<file path="config.mk">
export PLATFORM = sky130hd
export DESIGN_NAME = imm_decode_pipe
export DESIGN_NICKNAME = d
export VERILOG_FILES = /design/src/rtl/imm_decode_pipe_pkg.sv /design/src/rtl/imm_format_decode.sv /design/src/rtl/imm_decode_pipe.sv
export SDC_FILE = /design/constraint.sdc
export NUM_CORES = 1
export LEC_CHECK = 0
export CAP_MARGIN = 20
export CORE_AREA = 2 2 132 134
export CTS_CLUSTER_SIZE = 8
export DETAILED_ROUTE_END_ITERATION = 6
export DIE_AREA = 0 0 134 136
export GPL_TIMING_DRIVEN = 0
export PLACE_DENSITY = 0.77
export SLEW_MARGIN = 0
export SYNTH_ARGS = -nofsm -noshare
export SYNTH_HDL_FRONTEND = slang
export SYNTH_SLANG_ARGS = --single-unit
</file>
<file path="constraint.sdc">
create_clock -name clk -period 6.6 [get_ports clk]
set_input_delay 0.99 -clock clk [delete_from_list [all_inputs] [get_ports clk]]
set_output_delay 0.99 -clock clk [all_outputs]
set_load 0.01 [all_outputs]
</file>
<file path="src/rtl/imm_decode_pipe_pkg.sv">
// ---------------------------------------------------------------------------
// imm_decode_pipe_pkg
// Shared definitions for the immediate decode pipeline: the instruction
// format enumeration (including ILLEGAL), RISC-V major opcode constants and
// the SYSTEM funct3 codes of the immediate CSR instructions.
// ---------------------------------------------------------------------------
package imm_decode_pipe_pkg;

    typedef enum logic [2:0] {
        TYPE_R       = 3'd0,
        TYPE_I       = 3'd1,
        TYPE_S       = 3'd2,
        TYPE_B       = 3'd3,
        TYPE_U       = 3'd4,
        TYPE_J       = 3'd5,
        TYPE_ILLEGAL = 3'd6
    } instruction_type_t;

    localparam logic [6:0] OPC_LUI       = 7'b0110111;
    localparam logic [6:0] OPC_AUIPC     = 7'b0010111;
    localparam logic [6:0] OPC_JAL       = 7'b1101111;
    localparam logic [6:0] OPC_JALR      = 7'b1100111;
    localparam logic [6:0] OPC_LOAD      = 7'b0000011;
    localparam logic [6:0] OPC_OP_IMM    = 7'b0010011;
    localparam logic [6:0] OPC_MISC_MEM  = 7'b0001111;
    localparam logic [6:0] OPC_SYSTEM    = 7'b1110011;
    localparam logic [6:0] OPC_STORE     = 7'b0100011;
    localparam logic [6:0] OPC_BRANCH    = 7'b1100011;
    localparam logic [6:0] OPC_OP        = 7'b0110011;
    localparam logic [6:0] OPC_OP_IMM_32 = 7'b0011011;
    localparam logic [6:0] OPC_OP_32     = 7'b0111011;

    // CSRRWI / CSRRSI / CSRRCI carry a 5-bit zero-extended uimm in rs1.
    localparam logic [2:0] F3_CSRRWI = 3'b101;
    localparam logic [2:0] F3_CSRRSI = 3'b110;
    localparam logic [2:0] F3_CSRRCI = 3'b111;

endpackage

</file>
<file path="src/rtl/imm_format_decode.sv">
// ---------------------------------------------------------------------------
// imm_format_decode
// Purely combinational: opcode -> instruction format, plus formation of the
// sign-extended XLEN-wide immediate.
//
// Optional build macro: ZICSR_IMM_EN -- when defined, CSRRWI/CSRRSI/CSRRCI
// return the zero-extended uimm (instr[19:15]) instead of instr[31:20].
//
// Ports:
//   instr    in   32    raw instruction word
//   itype    out  3     decoded format (TYPE_ILLEGAL for unknown opcodes)
//   imm      out  XLEN  sign-extended immediate, 0 for R and ILLEGAL
//   pcrel    out  1     target = pc + imm is meaningful (B, J, AUIPC)
//   illegal  out  1     unknown opcode or non-32-bit encoding
// ---------------------------------------------------------------------------
module imm_format_decode
    import imm_decode_pipe_pkg::*;
#(
    parameter int XLEN     = 32,
    parameter bit RV64_OPS = (XLEN == 64)
) (
    input  logic [31:0]       instr,
    output instruction_type_t itype,
    output logic [XLEN-1:0]   imm,
    output logic              pcrel,
    output logic              illegal
);

    logic [6:0]  opcode;
    logic [31:0] imm32;

    assign opcode = instr[6:0];

    // NOTE: every output of this block gets a default first, so no path
    // through the case statements leaves a value unassigned (no latches).
    always_comb begin
        itype = TYPE_ILLEGAL;
        pcrel = 1'b0;
        case (opcode)
            OPC_LUI:   itype = TYPE_U;
            OPC_AUIPC: begin itype = TYPE_U; pcrel = 1'b1; end
            OPC_JAL:   begin itype = TYPE_J; pcrel = 1'b1; end
            OPC_JALR, OPC_LOAD, OPC_OP_IMM, OPC_MISC_MEM, OPC_SYSTEM:
                       itype = TYPE_I;
            OPC_STORE:  itype = TYPE_S;
            OPC_BRANCH: begin itype = TYPE_B; pcrel = 1'b1; end
            OPC_OP:     itype = TYPE_R;
            OPC_OP_IMM_32: if (RV64_OPS) itype = TYPE_I;
            OPC_OP_32:     if (RV64_OPS) itype = TYPE_R;
            default: ;
        endcase

        // All formats keep their sign in instr[31], so a 32-bit signed
        // intermediate sign-extends correctly to any XLEN.
        case (itype)
            TYPE_I: imm32 = {{20{instr[31]}}, instr[31:20]};
            TYPE_S: imm32 = {{20{instr[31]}}, instr[31:25], instr[11:7]};
            TYPE_B: imm32 = {{19{instr[31]}}, instr[31], instr[7],
                             instr[30:25], instr[11:8], 1'b0};
            TYPE_U: imm32 = {instr[31:12], 12'b0};
            TYPE_J: imm32 = {{11{instr[31]}}, instr[31], instr[19:12],
                             instr[20], instr[30:21], 1'b0};
            default: imm32 = '0;
        endcase
        imm = XLEN'(signed'(imm32));

`ifdef ZICSR_IMM_EN
        if (opcode == OPC_SYSTEM &&
            (instr[14:12] == F3_CSRRWI || instr[14:12] == F3_CSRRSI ||
             instr[14:12] == F3_CSRRCI)) begin
            imm = XLEN'(instr[19:15]);
        end
`endif
    end

    assign illegal = (itype == TYPE_ILLEGAL) || (instr[1:0] != 2'b11);

endmodule

</file>
<file path="src/rtl/imm_decode_pipe.sv">
// ---------------------------------------------------------------------------
// imm_decode_pipe
// Two-stage valid/ready pipeline between fetch and register read. Stage 1
// decodes format and immediate from the opcode; stage 2 adds the
// PC-relative target (pc + imm, modulo 2^XLEN) for B, J and AUIPC.
//
// Optional build macro: ZICSR_IMM_EN (see imm_format_decode).
//
// Ports:
//   clk, rst_n      clock (rising edge), asynchronous active-low reset
//   flush           synchronous kill of both stages; blocks input that cycle
//   in_valid/ready  input handshake; in_ready is combinational on out_ready
//   in_instr        32-bit instruction word
//   in_pc           XLEN-bit instruction PC
//   out_valid/ready output handshake
//   out_type        instruction_type_t
//   out_imm         sign-extended immediate
//   out_target      pc + imm for B/J/AUIPC, else 0
//   out_pc          passthrough PC
//   out_illegal     unrecognised opcode or instr[1:0] != 2'b11
// ---------------------------------------------------------------------------
module imm_decode_pipe
    import imm_decode_pipe_pkg::*;
#(
    parameter int XLEN     = 32,
    parameter bit RV64_OPS = (XLEN == 64)
) (
    input  logic              clk,
    input  logic              rst_n,
    input  logic              flush,
    input  logic              in_valid,
    output logic              in_ready,
    input  logic [31:0]       in_instr,
    input  logic [XLEN-1:0]   in_pc,
    output logic              out_valid,
    input  logic              out_ready,
    output instruction_type_t out_type,
    output logic [XLEN-1:0]   out_imm,
    output logic [XLEN-1:0]   out_target,
    output logic [XLEN-1:0]   out_pc,
    output logic              out_illegal
);

    typedef struct packed {
        logic [XLEN-1:0]   pc;
        instruction_type_t itype;
        logic [XLEN-1:0]   imm;
        logic              illegal;
        logic              pcrel;
    } imm_stage_t;

    localparam imm_stage_t STAGE_RESET = '{
        pc: '0, itype: TYPE_ILLEGAL, imm: '0, illegal: 1'b0, pcrel: 1'b0
    };

    imm_stage_t        dec;
    imm_stage_t        s1_q, s2_q;
    logic              s1_valid, s2_valid;
    logic [XLEN-1:0]   s2_target;
    logic              s1_adv, s2_adv;

    imm_format_decode #(
        .XLEN     (XLEN),
        .RV64_OPS (RV64_OPS)
    ) u_decode (
        .instr   (in_instr),
        .itype   (dec.itype),
        .imm     (dec.imm),
        .pcrel   (dec.pcrel),
        .illegal (dec.illegal)
    );
    assign dec.pc = in_pc;

    // A stage may take new data when it is empty or its contents leave.
    assign s2_adv   = !s2_valid || out_ready;
    assign s1_adv   = !s1_valid || s2_adv;
    assign in_ready = s1_adv && !flush;

    // NOTE: datapath registers are reset too, because the output values
    // seen during reset (type ILLEGAL, zeros) are part of the interface.
    // NOTE: sequential state uses non-blocking assignments so every
    // register samples pre-edge values regardless of statement order.
    always_ff @(posedge clk or negedge rst_n) begin
        if (!rst_n) begin
            s1_valid  <= 1'b0;
            s2_valid  <= 1'b0;
            s1_q      <= STAGE_RESET;
            s2_q      <= STAGE_RESET;
            s2_target <= '0;
        end else if (flush) begin
            // Data is left untouched; only the valids drop.
            s1_valid <= 1'b0;
            s2_valid <= 1'b0;
        end else begin
            if (s2_adv) begin
                s2_valid <= s1_valid;
                if (s1_valid) begin
                    s2_q      <= s1_q;
                    s2_target <= s1_q.pcrel ? (s1_q.pc + s1_q.imm) : '0;
                end
            end
            if (s1_adv) begin
                s1_valid <= in_valid;
                if (in_valid) s1_q <= dec;
            end
        end
    end

    assign out_valid   = s2_valid;
    assign out_type    = s2_q.itype;
    assign out_imm     = s2_q.imm;
    assign out_target  = s2_target;
    assign out_pc      = s2_q.pc;
    assign out_illegal = s2_q.illegal;

endmodule

</file>
==> key figures, run 1 <==
Synth
  • Mapped cell area: roughly 8200 um^2
  • Syn nets: 970
  • Post-synth EDFFs: 0
  • Post-synth ARST share: 1.00
  • Avg Inst Size Synth: between 9 and 10 um^2
  • Cell count after synthesis: ~870
  • Register area share after synthesis: 0.519
  • Synthesis-stage register bit count: around 170
  • Post-synthesis cell type count: 59
  • Synthesis warning total: 0
  • Ys flop type: dfrtp_1

Clock tree
  • CTS root buf: clkbuf_16
  • Hold_buf cts: 0
  • CTS sink cnt: about 170
  • H-tree Lvls: 4
  • Worst-path clk slew: 0.06 ns
  • Maximum clock insertion buffer count: 2
  • Later-pin clock latency in the skew report: 0.43 ns
  • Post-CTS setup buffers: 0
  • CTS tree: built
  • CTS resizes: 0
  • TritonCTS Buffers: 17

Place
  • Dpl ws: roughly 3.2 ns
  • PortBufs: 168
  • Post-DP HPWL: ~17 mm
  • Gp weighted congestion: 0.920
  • Dpl cells: 1263
  • Placed Area: 10200 um^2

STA
  • Setup WS post-layout: approximately 3.3 ns
  • Worst slew margin: 0.479
  • Worst-margin pin slew: around 0.8 ns
  • Final Hold Vio Count: 0
  • Max-slew violations: 0
  • Fin crit period: about 3.3 ns
  • Period utilization: 0.497
  • Final setup viols: 0
  • Setup TNS: 0 ns
  • Fmax: approximately 0.3 GHz
  • RSZ-0062 raised after global routing: no
  • Clock Skews: ~0.0077 ns

Floorplan
  • Core ar.: roughly 17000 um^2
  • Starting Density: 0.489
  • FP Rows: 48
  • Die area: 18200 um^2
  • I/O pins: 171
  • Die Height: around 140 um
  • Horiz. Die Dim: 134 um

Detailed routing
  • Post-route antenna net violation count: 0
  • DR iter-0 viols: 559
  • Met3 Routed Length: ~1.4 mm
  • Vias: between 7k and 8k
  • Via density: between 5 and 6
  • First-pass iteration count of the detailed router: 5
  • Max layer used: met4
  • DRC viols: 0
  • Met2 WL: about 11 mm
  • Drt total wl: 23.1 mm
  • Wire per inst: 17.8 um
  • Metal1 wirelength: 10.3 mm

Critical path
  • Crit-path max cell delay: 0.57 ns
  • Crit. End Element: output pin
  • R2R cell count: 10
  • R2r setup slk: approximately 3.6 ns
  • Most common cell on crit path: clkdlybuf4s50_1
  • Critical path type: input pin to output pin
  • Worst Path Arrival: ~2.3 ns
  • Crit path required time: about 5.6 ns
  • Worst R2R End: out_target[26]
  • CP cell instances: clkdlybuf4s50_1 -> nor2b_1 -> a21oi_1 -> clkdlybuf4s50_1
  • CP startpoint kind: input pin
  • Slowest CP cell: clkdlybuf4s50_1
  • Reg-to-reg startpoint: s1_q[2]
  • Crit path max fanout: 5

Worst hold path
  • WHS Endpoint: out_type[2]
  • Hold Path Origin: s1_q[36]
  • HP Class: flop to flop
  • Worst hold stages: 2

Global route
  • Vias in the first global route: ~6.7k
  • Initial antenna violation count: 0
  • All-layer global routing usage: 0.260
  • Largest net degree at the start of global routing: 88
  • First-pass GRT wire length: between 30 and 40 mm
  • GRT Residual Overflow: 0

Final layout
  • Synth-to-Final Area Change: 30.8%
  • Layout Nets: 1158
  • Share of layout cells above drive strength 1: 0.0785
  • Final Cell Area: approximately 11000 um^2
  • Most common cell after layout, fill and taps aside: nand2_1
  • Antenna Cells: 0
  • Non-Filler Instances: 1295
  • Most frequent cells in the layout: nand2_1 (285), clkdlybuf4s50_1 (167), dfrtp_1 (167), a21oi_1 (44), o21ai_1 (44)

Power and ir drop
  • Comb pwr share: 0.176
  • Sw frac: 0.266
  • PD cells: approximately 240 nW/um^2
  • Clk pwr share: 0.362
  • Leak: about 5 nW
  • Sequential power share: 0.462
  • Worst vdd ir: around 0.2 mV
  • P_sw: just under 0.0007 W
  • Pint: between 0.0015 and 0.002 W

Run
  • Number of max-cap violations: 0

Run status
  • Status: finished, final reports clean
## registers in the layout (all words and copies together) (netlist names)
register / cells
out_pc: 32
out_target: 32
s1_valid: 1
out_type: 3
out_illegal: 1
out_valid: 1
out_imm: 32
s1_q: 69
## synth_stat cells, drive strengths merged, types with 2 or more instances
| cell type | count | share of area |
|---|---|---|
| nand3 | 8 | 0.0049 |
| nor3b | 2 | 0.0018 |
| a211oi | 11 | 0.011 |
| inv | 9 | 0.0041 |
| buf | 7 | 0.0039 |
| o31ai | 5 | 0.0046 |
| a211o | 2 | 0.0021 |
| mux2 | 34 | 0.046 |
| nor3 | 8 | 0.0055 |
| o211ai | 2 | 0.0018 |
| clkbuf | 29 | 0.013 |
| o21a | 8 | 0.0082 |
| and2 | 6 | 0.0046 |
| nor2b | 5 | 0.0041 |
| a31o | 2 | 0.0021 |
| a22o | 7 | 0.0074 |
| a21o | 22 | 0.020 |
| a2111o | 2 | 0.0027 |
| ha | 31 | 0.047 |
| o21bai | 3 | 0.0032 |
| o41ai | 4 | 0.0042 |
| nand2 | 285 | 0.13 |
| nand4 | 2 | 0.0015 |
| a22oi | 6 | 0.0055 |
| o21ai | 72 | 0.044 |
| a221o | 2 | 0.0024 |
| o22ai | 2 | 0.0015 |
| or2 | 2 | 0.0015 |
| a31oi | 4 | 0.0030 |
| a21oi | 47 | 0.030 |
| nor2 | 27 | 0.013 |
| xnor2 | 11 | 0.012 |
| dfrtp | 167 | 0.51 |
| xor2 | 15 | 0.016 |
| or3 | 2 | 0.0015 |
| and3 | 4 | 0.0030 |
| dfstp | 4 | 0.013 |
## per-stage QoR
step / hold WS (ns) / util / power (W)
floorplan: 0.432 / - / 0.00143
global placement: 0.442 / 0.605 / 0.00166
detailed placement: 0.442 / 0.607 / 0.00168
CTS: 0.458 / 0.639 / 0.00261
global route: 0.476 / 0.639 / 0.00271
finish: 0.458 / 0.639 / 0.00260
## layer usage
| layer | GRT usage | up-vias |
|---|---|---|
| met5 | 0 | - |
| met4 | 0.0940 | 0 |
| met3 | 0.0485 | 37 |
| met2 | 0.414 | 259 |
| met1 | 0.358 | 3399 |
| li1 | - | 3365 |
## cell type report
| class | count | area, um^2 |
|---|---|---|
| buffer | 36 | 141 |
| clock buffer | 25 | 475 |
| clock inverter | 7 | 68.8 |
| fill | 1418 | 6090 |
| inverter | 9 | 33.8 |
| multi-input combinational | 653 | 3790 |
| sequential | 171 | 4280 |
| tap | 225 | 282 |
| timing repair buffer | 169 | 1710 |
## kinds of logic after synthesis
kind of cell / share of synthesized area
AOI/OAI and AO/OA: 0.159
DFF: 0.519
buffers and inverters: 0.0212
xor gates and xnor gates: 0.0276
and+or+nand+nor: 0.177
adders and majority gates: 0.0494
muxes: 0.0464
## worst max path at each step
| stage | start | cells after the start | slack (ns) | to |
|---|---|---|---|---|
| 2_1_floorplan | s1_q[2] | 10 | 3.95 | out_target[18] |
| 3_3_place_gp | rst_n | 1 | -2.33 | out_target[23] |
| 3_5_place_dp | out_ready | 8 | 3.24 | out_pc[14] |
| 4_1_cts | out_ready | 4 | 3.32 | in_ready |
| 5_1_grt | out_ready | 4 | 3.22 | in_ready |
| 6_report | out_ready | 4 | 3.32 | in_ready |
## critical path: cells and delay by family
family	cells	cell delay, ns
AOI/OAI and AO/OA	1	0.20
buffers and inverters	2	1.02
and+or+nand+nor	1	0.07
## power by group through the flow
stage                     sequential, W  combinational (W)  clock, W
after floorplan                 0.00123           0.000200         0
after global placement          0.00122           0.000447         0
after detailed placement        0.00122           0.000456         0
after CTS                       0.00120           0.000460  0.000951
after global routing            0.00121           0.000502   0.00100
final                           0.00120           0.000457  0.000941
(Power assumes the default switching activity.)
==> run 2, diff against run 1 <==
--- a/config.mk
+++ b/config.mk
@@ -6,12 +6,12 @@
 export NUM_CORES = 1
 export LEC_CHECK = 0
 export CAP_MARGIN = 20
-export CORE_AREA = 2 2 132 134
+export CORE_AREA = 2 2 136 138
 export CTS_CLUSTER_SIZE = 8
 export DETAILED_ROUTE_END_ITERATION = 6
-export DIE_AREA = 0 0 134 136
+export DIE_AREA = 0 0 138 140
 export GPL_TIMING_DRIVEN = 0
-export PLACE_DENSITY = 0.77
+export PLACE_DENSITY = 0.76
 export SLEW_MARGIN = 0
 export SYNTH_ARGS = -nofsm -noshare
 export SYNTH_HDL_FRONTEND = slang
==> constraint.sdc (replaced) <==
create_clock -name clk -period 2.76 [get_ports clk]
set_input_delay 0.414 -clock clk [delete_from_list [all_inputs] [get_ports clk]]
set_output_delay 0.414 -clock clk [all_outputs]
set_load 0.01 [all_outputs]
==> key figures, run 2 (same netlist as run 1, synthesis figures left out) <==
Run status
  • Status: finished with violations (was finished, final reports clean)
  • Failing checks: negative setup slack

Floorplan
  • Die area: 19300 um^2 (was 18200 um^2)
  • Horiz. Die Dim: 138 um (was 134 um)
  • Starting Density: 0.464 (was 0.489)
  • FP Rows: 49 (was 48)
  • Die Height: 140 um (was 136 um)
  • I/O pins: 171 (unchanged)
  • Core ar.: 17800 um^2 (was 16900 um^2)

Final layout
  • Fillers: 1475 (was 1418)
  • Share of layout cells above drive strength 1: 0.0973 (was 0.0785)
  • Final Cell Area: 10900 um^2 (was 10800 um^2)
  • Most frequent cells in the layout: nand2_1 (285), clkdlybuf4s50_1 (167), dfrtp_1 (167), o21ai_1 (44), a21oi_1 (43) (was nand2_1 (285), clkdlybuf4s50_1 (167), dfrtp_1 (167), a21oi_1 (44), o21ai_1 (44))
  • Most common cell after layout, fill and taps aside: nand2_1 (unchanged)
  • Antenna Cells: 0 (unchanged)
  • Most flops, register: s1_q (unchanged)
  • Max reg flops: 69 (unchanged)
  • Synth-to-Final Area Change: 32.7% (was 30.8%)
  • Layout Nets: 1167 (was 1158)

Detailed routing
  • Wire per inst: 18.1 um (was 17.8 um)
  • Post-route antenna net violation count: 0 (unchanged)
  • Drt total wl: 23.7 mm (was 23.1 mm)
  • DRC viols: 0 (unchanged)
  • Via density: 5.45 (about the same)
  • DR iter-0 viols: 588 (was 559)
  • First-pass iteration count of the detailed router: 5 (unchanged)
  • Vias: 7125 (was 7060)

Critical path
  • CP cell instances: ha_4 -> fa_2 -> a211oi_2 -> nor2_2 -> o211ai_1 -> a21oi_2 -> a21o_1 -> a311oi_2 -> xor2_1 -> o21ai_1 (was clkdlybuf4s50_1 -> nor2b_1 -> a21oi_1 -> clkdlybuf4s50_1)
  • Crit path max-delay family: compound AO/OA/AOI/OAI gates (was buffers and inverters)
  • Slowest CP cell: dfrtp_1 (was clkdlybuf4s50_1)
  • Bufs and invs on worst path: 0 (was 2)
  • Crit. End Element: flop (was output pin)
  • Crit-path max cell delay: 0.44 ns (was 0.57 ns)
  • CP startpoint kind: flop (was input pin)
  • Critical path type: flop to flop (was input pin to output pin)
  • R2r setup slk: -0.05 ns (was 3.59 ns)
  • Crit path required time: 3.05 ns (was 5.61 ns)
  • Crit path max fanout: 3 (was 5)
  • Worst Path Arrival: 3.10 ns (was 2.29 ns)

Place
  • Gp weighted congestion: 0.893 (was 0.920)
  • PortBufs: 168 (unchanged)
  • Post-DP HPWL: 17.3 mm (was 17.2 mm)
  • Placed Area: 10200 um^2 (about the same)

Clock tree
  • CTS tree: built (unchanged)
  • CTS root buf: clkbuf_16 (unchanged)
  • TritonCTS Buffers: 17 (unchanged)
  • Maximum clock insertion buffer count: 2 (unchanged)
  • Later-pin clock latency in the skew report: 0.43 ns (about the same)
  • Worst-path clk slew: 0.07 ns (was 0.06 ns)
  • H-tree Lvls: 4 (unchanged)
  • CTS sink cnt: 171 (unchanged)

STA
  • Clock Skews: 0.0107 ns (was 0.00766 ns)
  • Final Hold Vio Count: 0 (unchanged)
  • Period utilization: 1.02
  • Final setup viols: 2 (was 0)
  • RSZ-0062 raised after global routing: yes (was no)
  • Fmax: 0.355 GHz
  • Fin crit period: 2.81 ns
  • Setup WS post-layout: -0.0533 ns (was 3.32 ns)
  • Max-slew violations: 0 (unchanged)
  • Worst-margin pin slew: 0.846 ns (was 0.782 ns)
  • Worst slew margin: 0.436 (was 0.479)

Power and ir drop
  • Leak: 5.11 nW (was 5.04 nW)
  • Total power: 0.00627 W (was 0.00260 W)
  • PD cells: 573 nW/um^2 (was 241 nW/um^2)
  • Worst vdd ir: 0.423 mV (was 0.197 mV)

Global route
  • First-pass GRT wire length: 37.7 mm (was 36.1 mm)
  • Vias in the first global route: 7050 (was 6707)
  • Largest net degree at the start of global routing: 95 (was 88)
  • Initial antenna violation count: 0 (unchanged)
  • GRT Residual Overflow: 0 (unchanged)
  • All-layer global routing usage: 0.247 (was 0.260)

Run
  • Number of max-cap violations: 0 (unchanged)

Worst hold path
  • HP Class: flop to flop (unchanged)
==> run 2: cell count changes in the layout (fill, tap and decap cells not counted), moves of 2 or more <==
cell | before | now
clkinv_2 | 3 | 0
inv_8 | 0 | 2
clkinvlp_4 | 2 | 4
inv_6 | 0 | 4
buf_4 | 1 | 9
clkbuf_1 | 35 | 30
==> run 2: final timing paths <==
check                           cells after the start              to  startpoint
worst min-delay path                                2     out_type[1]    s1_q[35]
worst min register to register                      2     out_type[1]    s1_q[35]
max in group asynchronous                           3        s1_q[35]       rst_n
worst max register to register                     10  out_target[26]     s1_q[2]
worst max-delay path                               10  out_target[26]     s1_q[2]
min in group asynchronous                           2  out_target[11]       rst_n
==> run 2: metal layers <==
layer / track usage / share of wire
met5: 0 / 0
met4: 0.0908 / 0.026
met2: 0.392 / 0.47
met3: 0.0533 / 0.058
met1: 0.337 / 0.45
==> run 2: worst register-to-register path, cell delays in order, from the launching register on <==
cell and delay, ns:
dfrtp_1 0.44, ha_4 0.20, fa_2 0.36, a211oi_2 0.23, nor2_2 0.10, o211ai_1 0.34, a21oi_2 0.19, a21o_1 0.25
a311oi_2 0.32, xor2_1 0.19, o21ai_1 0.07
==> run 2: area by class of cell <==
type / count / area, um^2 / area share
timing repair buffer: 178 / 1780 / 0.163
buffer: 36 / 141 / 0.0129
sequential: 171 / 4280 / 0.391
clock inverter: 12 / 105 / 0.00960
inverter: 9 / 33.8 / 0.00309
tap: 229 / 287 / 0.0262
multi-input combinational: 653 / 3850 / 0.352
clock buffer: 20 / 457 / 0.0417
==> run 2: repair_timing <==
item / CTS / global route
gates resized for setup: 6 / 5
setup buffers: 4 / 4
pin swaps: 5 / 7
hold endpoints to repair: 53 / 0
endpoints found under the setup margin: 5 / 10
hold buffers: 1 / 0
cloned: 0 / 0
==> run 2: through the flow <==
step | setup WS, ns | std cells | utilization | hold WS, ns | TNS [ns]
after global placement | -5.76 | 1266 | 0.575 | 0.446 | -976.58
after floorplan | 0.114 | 869 | - | 0.118 | 0
after global routing | -0.137 | 1308 | 0.615 | 0.466 | -0.615
after CTS | 0.0110 | 1304 | 0.612 | 0.458 | 0
final | -0.0533 | 1308 | 0.615 | 0.458 | -0.0807
after detailed placement | -0.148 | 1267 | 0.576 | 0.432 | -2.39
==> run 2: report_power, final <==
group	internal [W]	switching, W	leakage, nW
sequential	0.00272	0.000146	2.25
combinational	0.000557	0.000556	2.60
clock	0.00123	0.00106	0.264
